File: src/rtl/ssd_pkg.sv
// Shared constants and types for the seven-segment scan driver.
// Segment patterns are gfedcba, active-low.
package ssd_pkg;

    localparam int DEFAULT_REFRESH_DIV = 100000;
    localparam int DEFAULT_BLANK_CYC   = 8;

    localparam logic [6:0] SEG_0 = 7'b1000000;
    localparam logic [6:0] SEG_1 = 7'b1111001;
    localparam logic [6:0] SEG_2 = 7'b0100100;
    localparam logic [6:0] SEG_3 = 7'b0110000;
    localparam logic [6:0] SEG_4 = 7'b0011001;
    localparam logic [6:0] SEG_5 = 7'b0010010;
    localparam logic [6:0] SEG_6 = 7'b0000010;
    localparam logic [6:0] SEG_7 = 7'b1111000;
    localparam logic [6:0] SEG_8 = 7'b0000000;
    localparam logic [6:0] SEG_9 = 7'b0010000;
    localparam logic [6:0] SEG_A = 7'b0001000;
    localparam logic [6:0] SEG_B = 7'b0000011;
    localparam logic [6:0] SEG_C = 7'b1000110;
    localparam logic [6:0] SEG_D = 7'b0100001;
    localparam logic [6:0] SEG_E = 7'b0000110;
    localparam logic [6:0] SEG_F = 7'b0001110;

    localparam logic [6:0] GLYPH_G     = 7'b1000010;
    localparam logic [6:0] GLYPH_E     = 7'b0000110;
    localparam logic [6:0] GLYPH_L     = 7'b1000111;
    localparam logic [6:0] GLYPH_DASH  = 7'b0111111;
    localparam logic [6:0] GLYPH_BLANK = 7'b1111111;

    typedef enum logic {
        ST_BLANK = 1'b0,
        ST_SHOW  = 1'b1
    } scan_state_t;

    // Comparator flags are {gt, eq, lt}; anything not one-hot is shown as a dash.
    function automatic logic [6:0] cmp_glyph(input logic [2:0] cmp);
        logic [6:0] glyph;
        glyph = GLYPH_DASH;
        case (cmp)
            3'b100:  glyph = GLYPH_G;
            3'b010:  glyph = GLYPH_E;
            3'b001:  glyph = GLYPH_L;
            default: glyph = GLYPH_DASH;
        endcase
        return glyph;
    endfunction

endpackage

File: src/rtl/hex_to_seg.sv
// Combinational hex nibble to active-low gfedcba segment decoder.
module hex_to_seg
    import ssd_pkg::*;
(
    input  logic [3:0] hex,
    output logic [6:0] seg
);

    always_comb begin
        seg = GLYPH_BLANK;
        case (hex)
            4'h0: seg = SEG_0;
            4'h1: seg = SEG_1;
            4'h2: seg = SEG_2;
            4'h3: seg = SEG_3;
            4'h4: seg = SEG_4;
            4'h5: seg = SEG_5;
            4'h6: seg = SEG_6;
            4'h7: seg = SEG_7;
            4'h8: seg = SEG_8;
            4'h9: seg = SEG_9;
            4'hA: seg = SEG_A;
            4'hB: seg = SEG_B;
            4'hC: seg = SEG_C;
            4'hD: seg = SEG_D;
            4'hE: seg = SEG_E;
            4'hF: seg = SEG_F;
            default: seg = GLYPH_BLANK;
        endcase
    end

endmodule

File: src/rtl/ssd_scan_driver.sv
// Four-digit multiplexed seven-segment driver for ALU result/carry/compare flags.
// Optional macro SSD_LEADING_ZERO_BLANK_EN suppresses digit 1 when the high nibble is zero.
module ssd_scan_driver
    import ssd_pkg::*;
#(
    parameter int REFRESH_DIV = DEFAULT_REFRESH_DIV,
    parameter int BLANK_CYC   = DEFAULT_BLANK_CYC
) (
    input  logic       clk,
    input  logic       rst_n,
    input  logic       load,
    input  logic [7:0] result,
    input  logic       carry,
    input  logic [2:0] cmp,
    output logic [6:0] seg,
    output logic       dp,
    output logic [3:0] an
);

    localparam int CNT_W = 20;
    localparam logic [CNT_W-1:0] SHOW_LAST  = CNT_W'(REFRESH_DIV - 1);
    localparam logic [CNT_W-1:0] BLANK_LAST = CNT_W'(BLANK_CYC - 1);

    scan_state_t      state_reg, state_next;
    logic [CNT_W-1:0] cnt_reg, cnt_next;
    logic [1:0]       idx_reg, idx_next;

    logic [7:0] result_reg;
    logic       carry_reg;
    logic [2:0] cmp_reg;
    logic       valid_reg;

    logic [3:0] an_reg, an_next;
    logic [6:0] seg_reg, seg_next;
    logic       dp_reg, dp_next;

    logic [3:0] nibble;
    logic [6:0] hex_seg;
    logic [3:0] an_onehot;

    always_ff @(posedge clk or negedge rst_n) begin
        if (!rst_n) begin
            result_reg <= '0;
            carry_reg  <= 1'b0;
            cmp_reg    <= '0;
            valid_reg  <= 1'b0;
        end else if (load) begin
            result_reg <= result;
            carry_reg  <= carry;
            cmp_reg    <= cmp;
            valid_reg  <= 1'b1;
        end
    end

    always_ff @(posedge clk or negedge rst_n) begin
        if (!rst_n) begin
            state_reg <= ST_BLANK;
            cnt_reg   <= '0;
            idx_reg   <= '0;
            an_reg    <= 4'b1111;
            seg_reg   <= GLYPH_BLANK;
            dp_reg    <= 1'b1;
        end else begin
            state_reg <= state_next;
            cnt_reg   <= cnt_next;
            idx_reg   <= idx_next;
            an_reg    <= an_next;
            seg_reg   <= seg_next;
            dp_reg    <= dp_next;
        end
    end

    // Index advances as SHOW ends; the 2-bit counter wraps 3->0 on its own.
    always_comb begin
        state_next = state_reg;
        cnt_next   = cnt_reg + 1'b1;
        idx_next   = idx_reg;
        case (state_reg)
            ST_BLANK: begin
                if (cnt_reg == BLANK_LAST) begin
                    state_next = ST_SHOW;
                    cnt_next   = '0;
                end
            end
            ST_SHOW: begin
                if (cnt_reg == SHOW_LAST) begin
                    state_next = ST_BLANK;
                    cnt_next   = '0;
                    idx_next   = idx_reg + 2'd1;
                end
            end
            default: begin
                state_next = ST_BLANK;
                cnt_next   = '0;
            end
        endcase
    end

    always_comb begin
        nibble = 4'h0;
        case (idx_next)
            2'd0:    nibble = result_reg[3:0];
            2'd1:    nibble = result_reg[7:4];
            default: nibble = {3'b000, carry_reg};
        endcase
    end

    hex_to_seg u_hex_to_seg (
        .hex (nibble),
        .seg (hex_seg)
    );

    generate
        for (genvar gi = 0; gi < 4; gi++) begin : g_anode
            assign an_onehot[gi] = (idx_next != 2'(gi));
        end
    endgenerate

    // Outputs are registered from the next state so the anodes line up with
    // the FSM slots, while data comes from the hold registers already latched.
    always_comb begin
        an_next  = 4'b1111;
        seg_next = GLYPH_BLANK;
        dp_next  = 1'b1;
        if (state_next == ST_SHOW && valid_reg) begin
            an_next  = an_onehot;
            seg_next = (idx_next == 2'd3) ? cmp_glyph(cmp_reg) : hex_seg;
            dp_next  = !(idx_next == 2'd2 && carry_reg);
`ifdef SSD_LEADING_ZERO_BLANK_EN
            if (idx_next == 2'd1 && result_reg[7:4] == 4'h0) begin
                an_next  = 4'b1111;
                seg_next = GLYPH_BLANK;
            end
`else
`endif
        end
    end

    assign an  = an_reg;
    assign seg = seg_reg;
    assign dp  = dp_reg;

endmodule

File: config.mk
export PLATFORM = sky130hd
export DESIGN_NAME = ssd_scan_driver
export DESIGN_NICKNAME = d
export VERILOG_FILES = /design/src/rtl/ssd_pkg.sv /design/src/rtl/hex_to_seg.sv /design/src/rtl/ssd_scan_driver.sv
export SDC_FILE = /design/constraint.sdc
export NUM_CORES = 1
export LEC_CHECK = 0
export ABC_AREA = 1
export BUFFER_PORTS_ARGS = -buffer_cell sky130_fd_sc_hd__buf_2
export CAP_MARGIN = 25
export CORE_MARGIN = 2
export CORE_UTILIZATION = 30
export DETAILED_ROUTE_END_ITERATION = 10
export PLACE_DENSITY_LB_ADDON = 0.1
export REMOVE_ABC_BUFFERS = 1
export SYNTH_ARGS = -nofsm -noshare
export SYNTH_HDL_FRONTEND = slang
export SYNTH_SLANG_ARGS = --single-unit
File: constraint.sdc
create_clock -name clk -period 3.4 [get_ports clk]
set_input_delay 0.17 -clock clk [delete_from_list [all_inputs] [get_ports clk]]
set_output_delay 0.17 -clock clk [all_outputs]
set_load 0.03 [all_outputs]
After elaboration in Yosys (flattened, before gate mapping)
Memories as Yosys holds them, arrays and structs flattened. Index checks and enable logic that the tools add are counted.

Bits of input ports: 15. RAM bits: 0. Memory bits (read-only): 112. Logic and storage cells: 44. Memories kept: 1. Latch bits: 0. Register bits after elaboration: 48.

Bitwise operators: 1. Add/sub/neg operators: 2. Divide/modulo/power cells: 0. $lt $le $gt $ge: 0. Mux-type cells: 14. Multiply operators: 0. Shifts and indexed selects: 0. Equal/unequal tests: 11. Reduce and logical (&&, ||, !) cells: 5.

Memory list: (no name shown) (words 16, bits a word 7, read ports 1, clocked after Yosys merged registers in 0, write ports 0, line hex_to_seg.sv:11) `case (hex)`.

Operator list (count): 20-bit two-way mux (2); 20-bit case mux with 2 select lines (1); 7-bit case mux with 3 select lines (1); 20-bit by 1-bit adder with 20-bit output, second input constant (1); 20-bit by 17-bit equality test with 1-bit output, second input constant (1); 20-bit by 3-bit equality test with 1-bit output, second input constant (1); 7-bit two-way mux (2); 4-bit case mux with 2 select lines (1); 2-bit equality test, second input constant (2); 2-bit two-way mux (2); 4-bit two-way mux (1); 2-bit inequality test, second input constant (2); 3-bit by 1-bit equality test with 1-bit output, second input constant (1); 3-bit by 2-bit equality test with 1-bit output, second input constant (1); 3-bit equality test, second input constant (1); 1-bit two-way mux (3); 2-bit by 1-bit adder with 2-bit output, second input constant (1); 2-bit by 1-bit equality test with 1-bit output, second input constant (1); 1-bit logical AND (2); 2-bit zero test (1); 2-bit by 1-bit inequality test with 1-bit output, second input constant (1); 1-bit case mux with 2 select lines (1); 2-bit nonzero test (1); 1-bit zero test (1); 1-bit NOT (1).

Longest topological paths before layout
Gate-level depths: netlist of the first run. An unclocked memory read counts as a cell.

Depth in word-level cells: 8. Depth in mapped cells: 20. Depth with buffers taken out: 20.

Modules after synthesis
From an unflattened synthesis of the first run, not the netlist that was laid out.

Cells, all modules: 348. Area, all modules: 2760.1 um^2.

Modules (own cells, without submodules): ssd_scan_driver (instances 1, sequential area each 1216.2 um^2, area an instance 2486.1 um^2, cells each 299); hex_to_seg (instances 1, sequential area each 0.0 um^2, area an instance 274.0 um^2, cells each 49).

Worst setup path before layout of the first run
No wires, ideal clock.

Path kind: register to register. Start: register cnt_reg[0]. End: register seg_reg[3] (netlist: seg[3]). Slack: 0.970 ns. Library setup time: 0.079 ns. Arrival: 2.350 ns. Cell stages (with the launch flop): 19. Path buffers: 0. Path through: dfrtp_1 -> ha_1 -> nand2_1 -> inv_1 -> nand2_1 -> nor2_1 -> nand4_1 -> nand2_4 -> nor2_8 -> nand2_1 -> nand2_1 -> nor2_1 -> inv_1 -> ha_1 -> nand3b_1 -> nand3_1 -> nand2_1 -> nand2_1 -> nand2_1.

Cells in the longest elaborated chain, start to end: 8.

RTL lines: from (decl) (line ssd_scan_driver.sv:25) `logic [CNT_W-1:0] cnt_reg, cnt_next;`; from (signal assigned) (line ssd_scan_driver.sv:65) `cnt_reg <= cnt_next;`; 20-bit by 17-bit equality test with 1-bit output (line ssd_scan_driver.sv:86) `if (cnt_reg == SHOW_LAST) begin`; 2-bit two-way mux (line ssd_scan_driver.sv:86); 2-bit two-way mux (line ssd_scan_driver.sv:78) `case (state_reg)`; 2-bit by 1-bit equality test with 1-bit output / 2-bit zero test (equally long branches) (line ssd_scan_driver.sv:101) `case (idx_next)`; 4-bit case mux with 2 select lines (line ssd_scan_driver.sv:101); memory 16 x 7 bit; 7-bit two-way mux (line ssd_scan_driver.sv:127) `seg_next = (idx_next == 2'd3) ? cmp_glyph(cmp_reg) : hex_seg;`; 7-bit two-way mux * (line ssd_scan_driver.sv:125) `if (state_next == ST_SHOW && valid_reg) begin`; net seg_next[3] (line ssd_scan_driver.sv:34) `logic [6:0] seg_reg, seg_next;`; to (signal assigned) (line ssd_scan_driver.sv:68) `seg_reg <= seg_next;`; to (decl) (line ssd_scan_driver.sv:34).

The timed path passes the listed nets; every way through them passes the cells marked *. A chain may end at the register's enable or synchronous reset.

Worst setup path after layout of the first run
Ends and elaborated chain as after synthesis.

==> impl_metrics.py, run 1 <==
metrics = {
    "yosys": {
        "synthXorXnorAreaFrac_pct": 4.02,
        "ys_seq_area_share_pct": 46.5,
        "synth_warnings": 0,
        "muxShareOfSynthArea_pct": 0,
        "postSynthAreaPerCell_sq_um": 8.10,
        "syn_inst": 323,
        "synth_top_family_by_area": "simple AND/OR/NAND/NOR gates",
        "synthSimpleGateAreaFrac_pct": 35.6,
        "synth.distinct_cells": 32,
        "syn_area_sq_mm": 0.00262,
        "ys_ff_latch": 48,
        "yosys.area_share.adder_pct": 3.35,
        "synth_compound_area_share_pct": 3.25,
    },
    "clocking": {
        "clk_latency_ps": 300,
        "cts.htree.levels": 2,
        "cts_tree": "yes",
        "clock-root-buffer": "clkbuf_8",
        "numCtsBuffers": 5,
        "cts_sinks": 48,
        "clk_path_buf_depth": 2,
        "postCtsSetupBuffers": 0,
        "clk_pin_slew_ps": 90,
    },
    "die": {
        "core_area_sq_mm": 0.00859,
        "die_h_um": 97.4,
        "rows": 34,
        "start_util_pct": 30.4,
        "die-width_um": 97.4,
        "dieArea_sq_mm": 0.00948,
        "ios": 27,
    },
    "placed_design": {
        "gp_congestion": 0.828,
        "portBuffers": 26,
        "dp_hpwl_um": 4290,
    },
    "detailed_routing": {
        "avgRoutedWirePerCell_um": 12.1,
        "ant_nets": 0,
        "first_pass_iters": 5,
        "wl_um": 5600,
        "via_per_inst": 4.49,
        "first_iter_violations": 83,
        "vias": 2082,
        "route.detailed.drc": 0,
    },
    "final_layout": {
        "area_delta_synth_final_pct": 13.4,
        "largest_reg_flops": 20,
        "layout_commonest_cell": "nand2_1",
        "layout-drive-gt1-share_pct": 19.4,
        "layout_common_cells": "nand2_1, inv_1, dfrtp_1",
        "antenna_cells": 0,
        "nFillCells": 926,
        "finalNetCount": 377,
        "final_core_util_pct": 34.5,
    },
    "setup_path": {
        "cpLargestDelayFamily": "simple AND/OR/NAND/NOR gates",
        "end_kind": "flop",
        "path_cells": "ha_1 -> nand2_1 -> inv_1 -> nand2_1 -> nor2_1 -> nand4_1 -> nand2_4 -> nor2_8 -> nand2_1 -> nand2_1 -> nor2_1 -> inv_1 -> ha_1 -> nand3b_1 -> nand3_1 -> nand2_1 -> nand2_1 -> nand2_1",
        "worst_ep_required_time_ps": 3620,
        "slowest_delay_ps": 370,
        "r2r_cells": 18,
        "crit_fanout": 7,
        "crit_path_top_delay_cell": "dfrtp_1",
        "cp_common_cell": "nand2_1",
        "arrival_ps": 3000,
        "path_buf_inv": 2,
        "path_class": "flop to flop",
        "start_kind": "flop",
        "critical_path_depth": 18,
    },
    "outcome": {
        "status": "finished, final reports clean",
    },
    "run": {
        "maxCapViolations": 0,
    },
    "timing": {
        "rsz0062_at_grt": "false",
        "slew_headroom_pct": 61.0,
        "period_minus_slack_ps": 2770,
        "slew_violations": 0,
        "worst_pin_slew_ps": 586,
        "hold_viol_final": 0,
        "setup_violations": 0,
        "min_period_over_period_pct": 81.6,
        "skew_ps": 8.91,
        "finalSetupTns_ps": 0,
        "fmax_mhz": 360,
    },
    "global_route": {
        "first_global_vias": 2027,
        "grt_start_max_net_pins": 27,
        "antenna_found_initial": 0,
        "track_usage_pct": 12.7,
        "overflow": 0,
        "grt_pass1_wl_um": 9960,
    },
    "worst_hold_path": {
        "hp-class": "input port to flop",
        "whs_path_depth": 3,
    },
    "power_and_ir_drop": {
        "ir_drop_mv": 0.164,
        "power.density_mw_per_mm2": 377,
        "total_power_w": 0.00112,
        "p_leak_nw": 1.54,
    },
}
[timing repair]
item / in CTS / in global routing
hold endpoints to repair: 22 / 0
hold buffers: 1 / 0
gates resized for setup: 0 / 0
[cell families (layout without fill, tap and decap cells)]
family                     count (synthesis)  after routing
AOI/OAI and AO/OA                         14             14
xor gates and xnor gates                  12             12
adders and majority gates                  7              7
buffers and inverters                     48             81
DFF                                       48             48
and+or+nand+nor                          194            194
[cells in the mapped netlist, drive strengths merged]
cell type	number	area share, %
nand2	104	17
inv	44	6.3
nor2	41	7.4
dfrtp	36	34
nand3	23	4.8
dfstp	12	12
nor3	12	3.2
xor2	10	3.3
nand4	9	2.2
o21ai	8	1.5
ha	7	3.3
a21oi	4	1.2
clkbuf	2	0.29
nand3b	2	0.57
xnor2	2	0.67
buf	1	0.57
clkinv	1	0.14
nor3b	1	0.29
nor4	1	0.24
o21a	1	0.29
o22ai	1	0.24
or2	1	0.24
[cell type report]
cell class              instances  area, sq um  share of cell area (%)
inverters                      45          169                    5.70
clock buffers                   8         90.1                    3.04
repair buffers                 28          148                    4.98
multi-input cells             227         1210                    40.7
well taps                     108          135                    4.56
flip-flops and latches         48         1220                    41.0
[final timing paths]
path                                       from                   endpoint  slack (ps)
min in group asynchronous                 rst_n       cnt_reg[7]$_DFF_PN0_         400
min                                   result[6]  result_reg[6]$_DFFE_PN0P_          60
min reg2reg                cnt_reg[0]$_DFF_PN0_       cnt_reg[0]$_DFF_PN0_         460
max                        cnt_reg[0]$_DFF_PN0_           seg[3]$_DFF_PN1_         630
max in group asynchronous                 rst_n           seg[6]$_DFF_PN1_        2210
max reg2reg                cnt_reg[0]$_DFF_PN0_           seg[3]$_DFF_PN1_         630
[per-stage QoR]
stage	worst slack (ps)	area [sq um]	hold WS (ps)	std cells
2_1_floorplan	970	2590	-126	320
3_3_place_gp	745	2870	209	455
3_5_place_dp	640	2870	207	455
4_1_cts	617	2970	50.0	464
5_1_grt	305	2970	60.7	464
6_report	625	2970	62.7	464
[per-layer routing]
| layer | part of all wire (%) | routed length, um | vias to the layer above | global-route usage, % |
|---|---|---|---|---|
| met5 | 0 | 0 | - | 0 |
| met3 | 3.7 | 207 | 5 | 2.59 |
| li1 | - | - | 1068 | - |
| met2 | 42 | 2370 | 45 | 18.6 |
| met1 | 53 | 2980 | 964 | 19.4 |
| met4 | 0.98 | 55 | 0 | 2.88 |
[worst min-delay path, stage by stage]
cell and delay [ps]:
buf_2 70, nand2_1 40, nand2_1 50
[where the power goes]
part | internal, W | switching, W
Combinational | 0.0000461 | 0.000101
Clock | 0.000166 | 0.000187
Sequential | 0.000605 | 0.0000114
No activity file was read; power rests on OpenSTA's default activity.
==> inputs of run 2 (changes only) <==
ABC_AREA = 0   (was 1)
clock period = 2.9 ns   (was 3.4 ns; I/O delays follow)
==> run 2 against run 1 <==
- flip-flop and latch count unchanged
- design area up 0.89%
- worst hold slack better by 2.2 ps
- synthesized area down 4.7%
- die area down 4.5%
- critical path type unchanged
- critical endpoint is now seg[0]$_DFF_PN1_
==> impl_metrics.py, run 2 <==
metrics = {
    "setup_path": {
        "arrival_ps": 2940,
        "path_class": "flop to flop",
        "timing.rr.start": "cnt_reg[2]$_DFF_PN0_",
        "crit_fanout": 5,
        "start_kind": "flop",
        "end_kind": "flop",
        "r2r_setup_slack_ps": 200,
        "worst_ep_required_time_ps": 3140,
        "r2r_end": "seg[0]$_DFF_PN1_",
        "r2r_cells": 10,
    },
    "final_layout": {
        "layout_commonest_cell": "dfrtp_1",
        "layout-drive-gt1-share_pct": 31.5,
        "antenna_cells": 0,
        "largest_reg_flops": 20,
        "finalNetCount": 313,
        "layout_common_cells": "dfrtp_1, nand2_1, nor2_1, buf_2, buf_4",
        "area_delta_synth_final_pct": 20.1,
    },
    "power_and_ir_drop": {
        "p_sw_share_pct": 26.2,
        "p_int_w": 0.00100,
        "p_comb_share_pct": 15.5,
        "sequentialPowerShare_pct": 54.2,
        "p_sw_w": 0.000355,
        "power.density_mw_per_mm2": 453,
        "clkPwrFrac_pct": 30.3,
        "ir_drop_mv": 0.194,
        "p_leak_nw": 1.34,
    },
    "yosys": {
        "yosys.area.top_type": "dfrtp_1",
        "syn_area_sq_mm": 0.00249,
        "yosys-top-cells-count": "dfrtp_1, nand2_1, nor2_1, dfstp_2, nand3_1",
        "ys.flop_type": "dfrtp_1",
        "async_reset_ff_share_pct": 100,
        "ys_seq_area_share_pct": 48.8,
        "synth.distinct_cells": 48,
        "ys_ff_latch": 48,
        "synth_most_common_cell": "dfrtp_1",
        "syn_inst": 244,
        "synth_area_leaders": "dfrtp_1, dfstp_2, mux2_2, nand2_1, nor2_1",
        "synth_top_area_share_pct": 36.2,
        "postSynthAreaPerCell_sq_um": 10.2,
        "synth_warnings": 0,
        "synth-edff-count": 0,
    },
    "timing": {
        "worst_pin_slew_ps": 425,
        "slew_headroom_pct": 71.4,
        "hold_viol_final": 0,
        "fmax_mhz": 370,
        "period_minus_slack_ps": 2700,
        "rsz0062_at_grt": "false",
        "min_period_over_period_pct": 93.2,
        "finalSetupTns_ps": 0,
        "worst_hold_slack_ps": 64.8,
        "setup_violations": 0,
        "skew_ps": 3.11,
        "slew_violations": 0,
    },
    "die": {
        "ios": 27,
        "die_h_um": 95.1,
        "core_area_sq_mm": 0.00813,
        "dieArea_sq_mm": 0.00905,
        "rows": 33,
        "start_util_pct": 30.6,
        "die-width_um": 95.1,
    },
    "clocking": {
        "cts_tree": "yes",
        "clk_pin_slew_ps": 90,
        "clock-root-buffer": "clkbuf_8",
        "clk_latency_ps": 300,
        "numCtsBuffers": 5,
        "cts_sinks": 48,
        "cts.htree.levels": 2,
        "clk_path_buf_depth": 2,
    },
    "detailed_routing": {
        "first_iter_violations": 96,
        "wl_um": 5330,
        "ant_nets": 0,
        "vias": 1858,
        "avgRoutedWirePerCell_um": 13.4,
        "route.detailed.drc": 0,
        "via_per_inst": 4.68,
        "first_pass_iters": 4,
    },
    "worst_hold_path": {
        "worstHoldStart": "carry",
        "whs_path_depth": 3,
        "hp-class": "input port to flop",
        "hold_path_end": "carry_reg$_DFFE_PN0P_",
    },
    "run": {
        "maxCapViolations": 0,
    },
    "placed_design": {
        "gp_congestion": 0.763,
        "portBuffers": 26,
        "dp_hpwl_um": 4020,
    },
    "outcome": {
        "status": "finished, final reports clean",
    },
    "global_route": {
        "grt_pass1_wl_um": 9330,
        "grt_start_max_net_pins": 20,
        "first_global_vias": 1891,
        "track_usage_pct": 13.3,
        "overflow": 0,
        "antenna_found_initial": 0,
    },
}
## run 2: cell types whose count changed after synthesis, sizes merged, moves of 4 or more
cell    previous run  this run
a211oi             0         5
a21oi              4         8
and2               0         4
inv               44         9
mux2               0        14
nand2            104        28
nand3             23        13
nand4              9         3
nor2              41        27
nor3              12         7
xnor2              2        11
## run 2: cell families after synthesis
| logic type | after synthesis | synth area share (%) |
|---|---|---|
| compound gates | 31 | 8.94 |
| xor+xnor | 22 | 7.73 |
| fa+ha+maj | 7 | 3.52 |
| buf+inv | 17 | 2.71 |
| flops | 48 | 48.8 |
| mux | 17 | 7.68 |
| simple gates | 102 | 20.6 |
## run 2: layout make-up
class | instances | area [sq um]
inverters | 9 | 33.8
clock buffers | 8 | 90.1
multi-input cells | 179 | 1220
flip-flops and latches | 48 | 1220
well taps | 105 | 131
repair buffers | 48 | 298
fillers | 823 | 5140
## run 2: power groups by stage
stage | logic, W | clock network [W] | registers [W]
2_1_floorplan | 0.000103 | 0 | 0.000779
5_1_grt | 0.000235 | 0.000462 | 0.000739
3_5_place_dp | 0.000211 | 0 | 0.000748
6_report | 0.000210 | 0.000411 | 0.000734
4_1_cts | 0.000214 | 0.000443 | 0.000735
3_3_place_gp | 0.000211 | 0 | 0.000747
## run 2: critical path, stage by stage (launching register included)
cell	delay [ps]
dfrtp_1	430
nand3_2	180
or4_4	590
nor2_2	120
a311oi_1	100
a221o_1	370
inv_1	110
ha_1	190
nand2_1	80
or3_1	380
nand3_1	90
## run 2: metal layers
layer	track usage (%)	vias to the layer above	part of all wire, %
met4	4.35	0	1.6
met3	3.08	6	4.0
met2	18.1	30	40
met1	20.4	887	54
li1	-	935	-
met5	0	-	0
## run 2: how the worst max path moves through the flow
stage / end / startpoint / cells past startpoint
2_1_floorplan: seg[0]$_DFF_PN1_ / cnt_reg[0]$_DFF_PN0_ / 11
3_3_place_gp: seg[0]$_DFF_PN1_ / cnt_reg[2]$_DFF_PN0_ / 10
3_5_place_dp: seg[0]$_DFF_PN1_ / cnt_reg[0]$_DFF_PN0_ / 11
4_1_cts: seg[0]$_DFF_PN1_ / cnt_reg[0]$_DFF_PN0_ / 11
5_1_grt: seg[0]$_DFF_PN1_ / cnt_reg[0]$_DFF_PN0_ / 11
6_report: seg[0]$_DFF_PN1_ / cnt_reg[2]$_DFF_PN0_ / 10
## run 2: what timing repair did
action                     4_1_cts  5_1_grt
hold endpoints to repair        15        0
setup buffers                    0        2
setup endpoints to repair        0        7
hold buffers                     1        0
resized for setup                0        4
## run 2: through the flow
stage | cell area (sq um) | instances | power [W] | setup WS (ps) | util, %
after CTS | 2960 | 395 | 0.00139 | 19.5 | 36.4
after global routing | 2990 | 397 | 0.00144 | 1.97 | 36.8
after global placement | 2860 | 386 | 0.000959 | 136 | 35.2
final | 2990 | 397 | 0.00135 | 197 | 36.8
after detailed placement | 2860 | 386 | 0.000959 | 62.9 | 35.2
after floorplan | 2460 | 236 | 0.000882 | 176 | -
==> inputs of run 3 (changes only) <==
CORE_UTILIZATION = 55   (was 30)
==> run 3 against run 2 <==
- combinational power rose by 2%
- final cell count decreased by 13%
- count of clock-buffer cells in the layout fell by 2
- global-route usage rose by 7.9 points
- power is 0.26% lower
- first-iteration DRC count decreased by 7.3%
- worst setup slack worse by 42 ps
- clock power is 2% lower
- via count increased by 3.3%
- non-clock buffer count is 2 higher
- largest power group unchanged
==> impl_metrics.py, run 3 (synthesis results as in run 2) <==
metrics = {
    "setup_path": {
        "path_buf_inv": 1,
        "worst_ep_required_time_ps": 3140,
        "crit_path_top_delay_cell": "or4_4",
        "arrival_ps": 2980,
        "slowest_delay_ps": 570,
        "path_cells": "nand3_2 -> or4_4 -> nor3_2 -> a21oi_1 -> a221o_2 -> inv_1 -> ha_1 -> nand2_1 -> or3_1 -> nand3_1",
        "crit_fanout": 6,
        "cpLargestDelayFamily": "simple AND/OR/NAND/NOR gates",
        "r2r_setup_slack_ps": 160,
        "end_kind": "flop",
        "path_class": "flop to flop",
        "start_kind": "flop",
    },
    "die": {
        "ios": 27,
        "start_util_pct": 57.2,
        "dieArea_sq_mm": 0.00508,
        "core_area_sq_mm": 0.00435,
        "rows": 24,
        "die-width_um": 71.3,
        "die_h_um": 71.3,
    },
    "global_route": {
        "first_global_vias": 1840,
        "use_met3_pct": 4.22,
        "grt_use_met2_pct": 30.9,
        "grt_start_max_net_pins": 49,
        "overflow": 0,
        "grt_pass1_wl_um": 8510,
        "antenna_found_initial": 0,
        "top_usage_layer": "met2",
        "track_usage_pct": 21.2,
        "met1_usage_pct": 30.8,
    },
    "timing": {
        "worst_pin_slew_ps": 509,
        "skew_ps": 7.19,
        "hold_viol_final": 0,
        "period_minus_slack_ps": 2740,
        "finalSetupTns_ps": 0,
        "timing.final.ws_setup_ps": 155,
        "setup_violations": 0,
        "slew_headroom_pct": 66.1,
        "worst_hold_slack_ps": 61.0,
        "slew_violations": 0,
        "fmax_mhz": 364,
        "min_period_over_period_pct": 94.7,
    },
    "detailed_routing": {
        "avgRoutedWirePerCell_um": 14.3,
        "vias": 1920,
        "via_per_inst": 5.55,
        "first_iter_violations": 89,
        "ant_nets": 0,
        "wl_um": 4940,
        "route.detailed.drc": 0,
        "first_pass_iters": 5,
    },
    "placed_design": {
        "portBuffers": 26,
        "gp_congestion": 0.896,
        "dp_hpwl_um": 3510,
        "pre_cts_slack_ps": 29.2,
    },
    "clocking": {
        "cts.htree.levels": 2,
        "cts_tree": "yes",
        "clk_path_buf_depth": 2,
        "clk_latency_ps": 300,
        "numCtsBuffers": 5,
        "clock-root-buffer": "clkbuf_8",
        "clk_pin_slew_ps": 90,
        "cts_sinks": 48,
    },
    "outcome": {
        "status": "finished, final reports clean",
    },
    "final_layout": {
        "largest_reg_flops": 20,
        "layout_commonest_cell": "dfrtp_1",
        "layout_common_cells": "dfrtp_1, nand2_1, nor2_1, buf_2, buf_4",
        "finalNetCount": 315,
        "area_delta_synth_final_pct": 20.3,
        "antenna_cells": 0,
        "nFillCells": 341,
        "layout-drive-gt1-share_pct": 34.0,
    },
    "power_and_ir_drop": {
        "total_power_w": 0.00135,
        "p_leak_nw": 1.36,
        "ir_drop_mv": 0.346,
        "power.density_mw_per_mm2": 451,
    },
    "worst_hold_path": {
        "hp-class": "input port to flop",
    },
    "run": {
        "maxCapViolations": 0,
    },
}
-- run 3: worst paths after layout --
kind	startpoint	endpoint	cells past startpoint
max	cnt_reg[2]$_DFF_PN0_	seg[0]$_DFF_PN1_	10
min	carry	carry_reg$_DFFE_PN0P_	3
max reg2reg	cnt_reg[2]$_DFF_PN0_	seg[0]$_DFF_PN1_	10
min reg2reg	valid_reg$_DFFE_PN0P_	valid_reg$_DFFE_PN0P_	1
max in group asynchronous	rst_n	cmp_reg[2]$_DFFE_PN0P_	3
min in group asynchronous	rst_n	cnt_reg[15]$_DFF_PN0_	2
-- run 3: power breakdown --
group / switching (W) / internal [W] / total [W]
logic: 0.000120 / 0.0000944 / 0.000214
clock network: 0.000212 / 0.000190 / 0.000403
registers: 0.0000209 / 0.000713 / 0.000734
-- run 3: repair_timing --
| item | CTS | global route |
|---|---|---|
| endpoints found under the hold margin | 0 | 10 |
| buffers inserted | 0 | 9 |
| setup endpoints to repair | 1 | 7 |
| hold buffers | 0 | 1 |
| pin swaps | 0 | 4 |
| resized for setup | 1 | 10 |
-- run 3: cell type report --
class / count / area, sq um / share of cell area [%]
clock buffers: 6 / 82.6 / 2.75
flip-flops and latches: 48 / 1220 / 40.6
clock inverters: 2 / 10.0 / 0.334
multi-input cells: 179 / 1260 / 42.2
well taps: 52 / 65.1 / 2.17
repair buffers: 50 / 325 / 10.9
inverters: 9 / 33.8 / 1.13
-- run 3: metrics by stage --
step                instance area, sq um  cells  util, %
floorplan                           2460    236        -
global placement                    2750    327     63.2
detailed placement                  2750    327     63.2
CTS                                 2840    335     65.3
global route                        3000    346     68.9
finish                              3000    346     68.9
-- run 3: per-layer routing --
layer	wire, um	vias up
li1	-	942
met1	2480	921
met2	2160	48
met3	208	9
met4	90	0
met5	0	-
-- run 3: worst reg2reg max path, stage by stage (launching register included) --
cell and delay [ps]:
dfrtp_1 450, nand3_2 140, or4_4 570, nor3_2 150
a21oi_1 60, a221o_2 420, inv_1 100, ha_1 200
nand2_1 110, or3_1 400, nand3_1 90
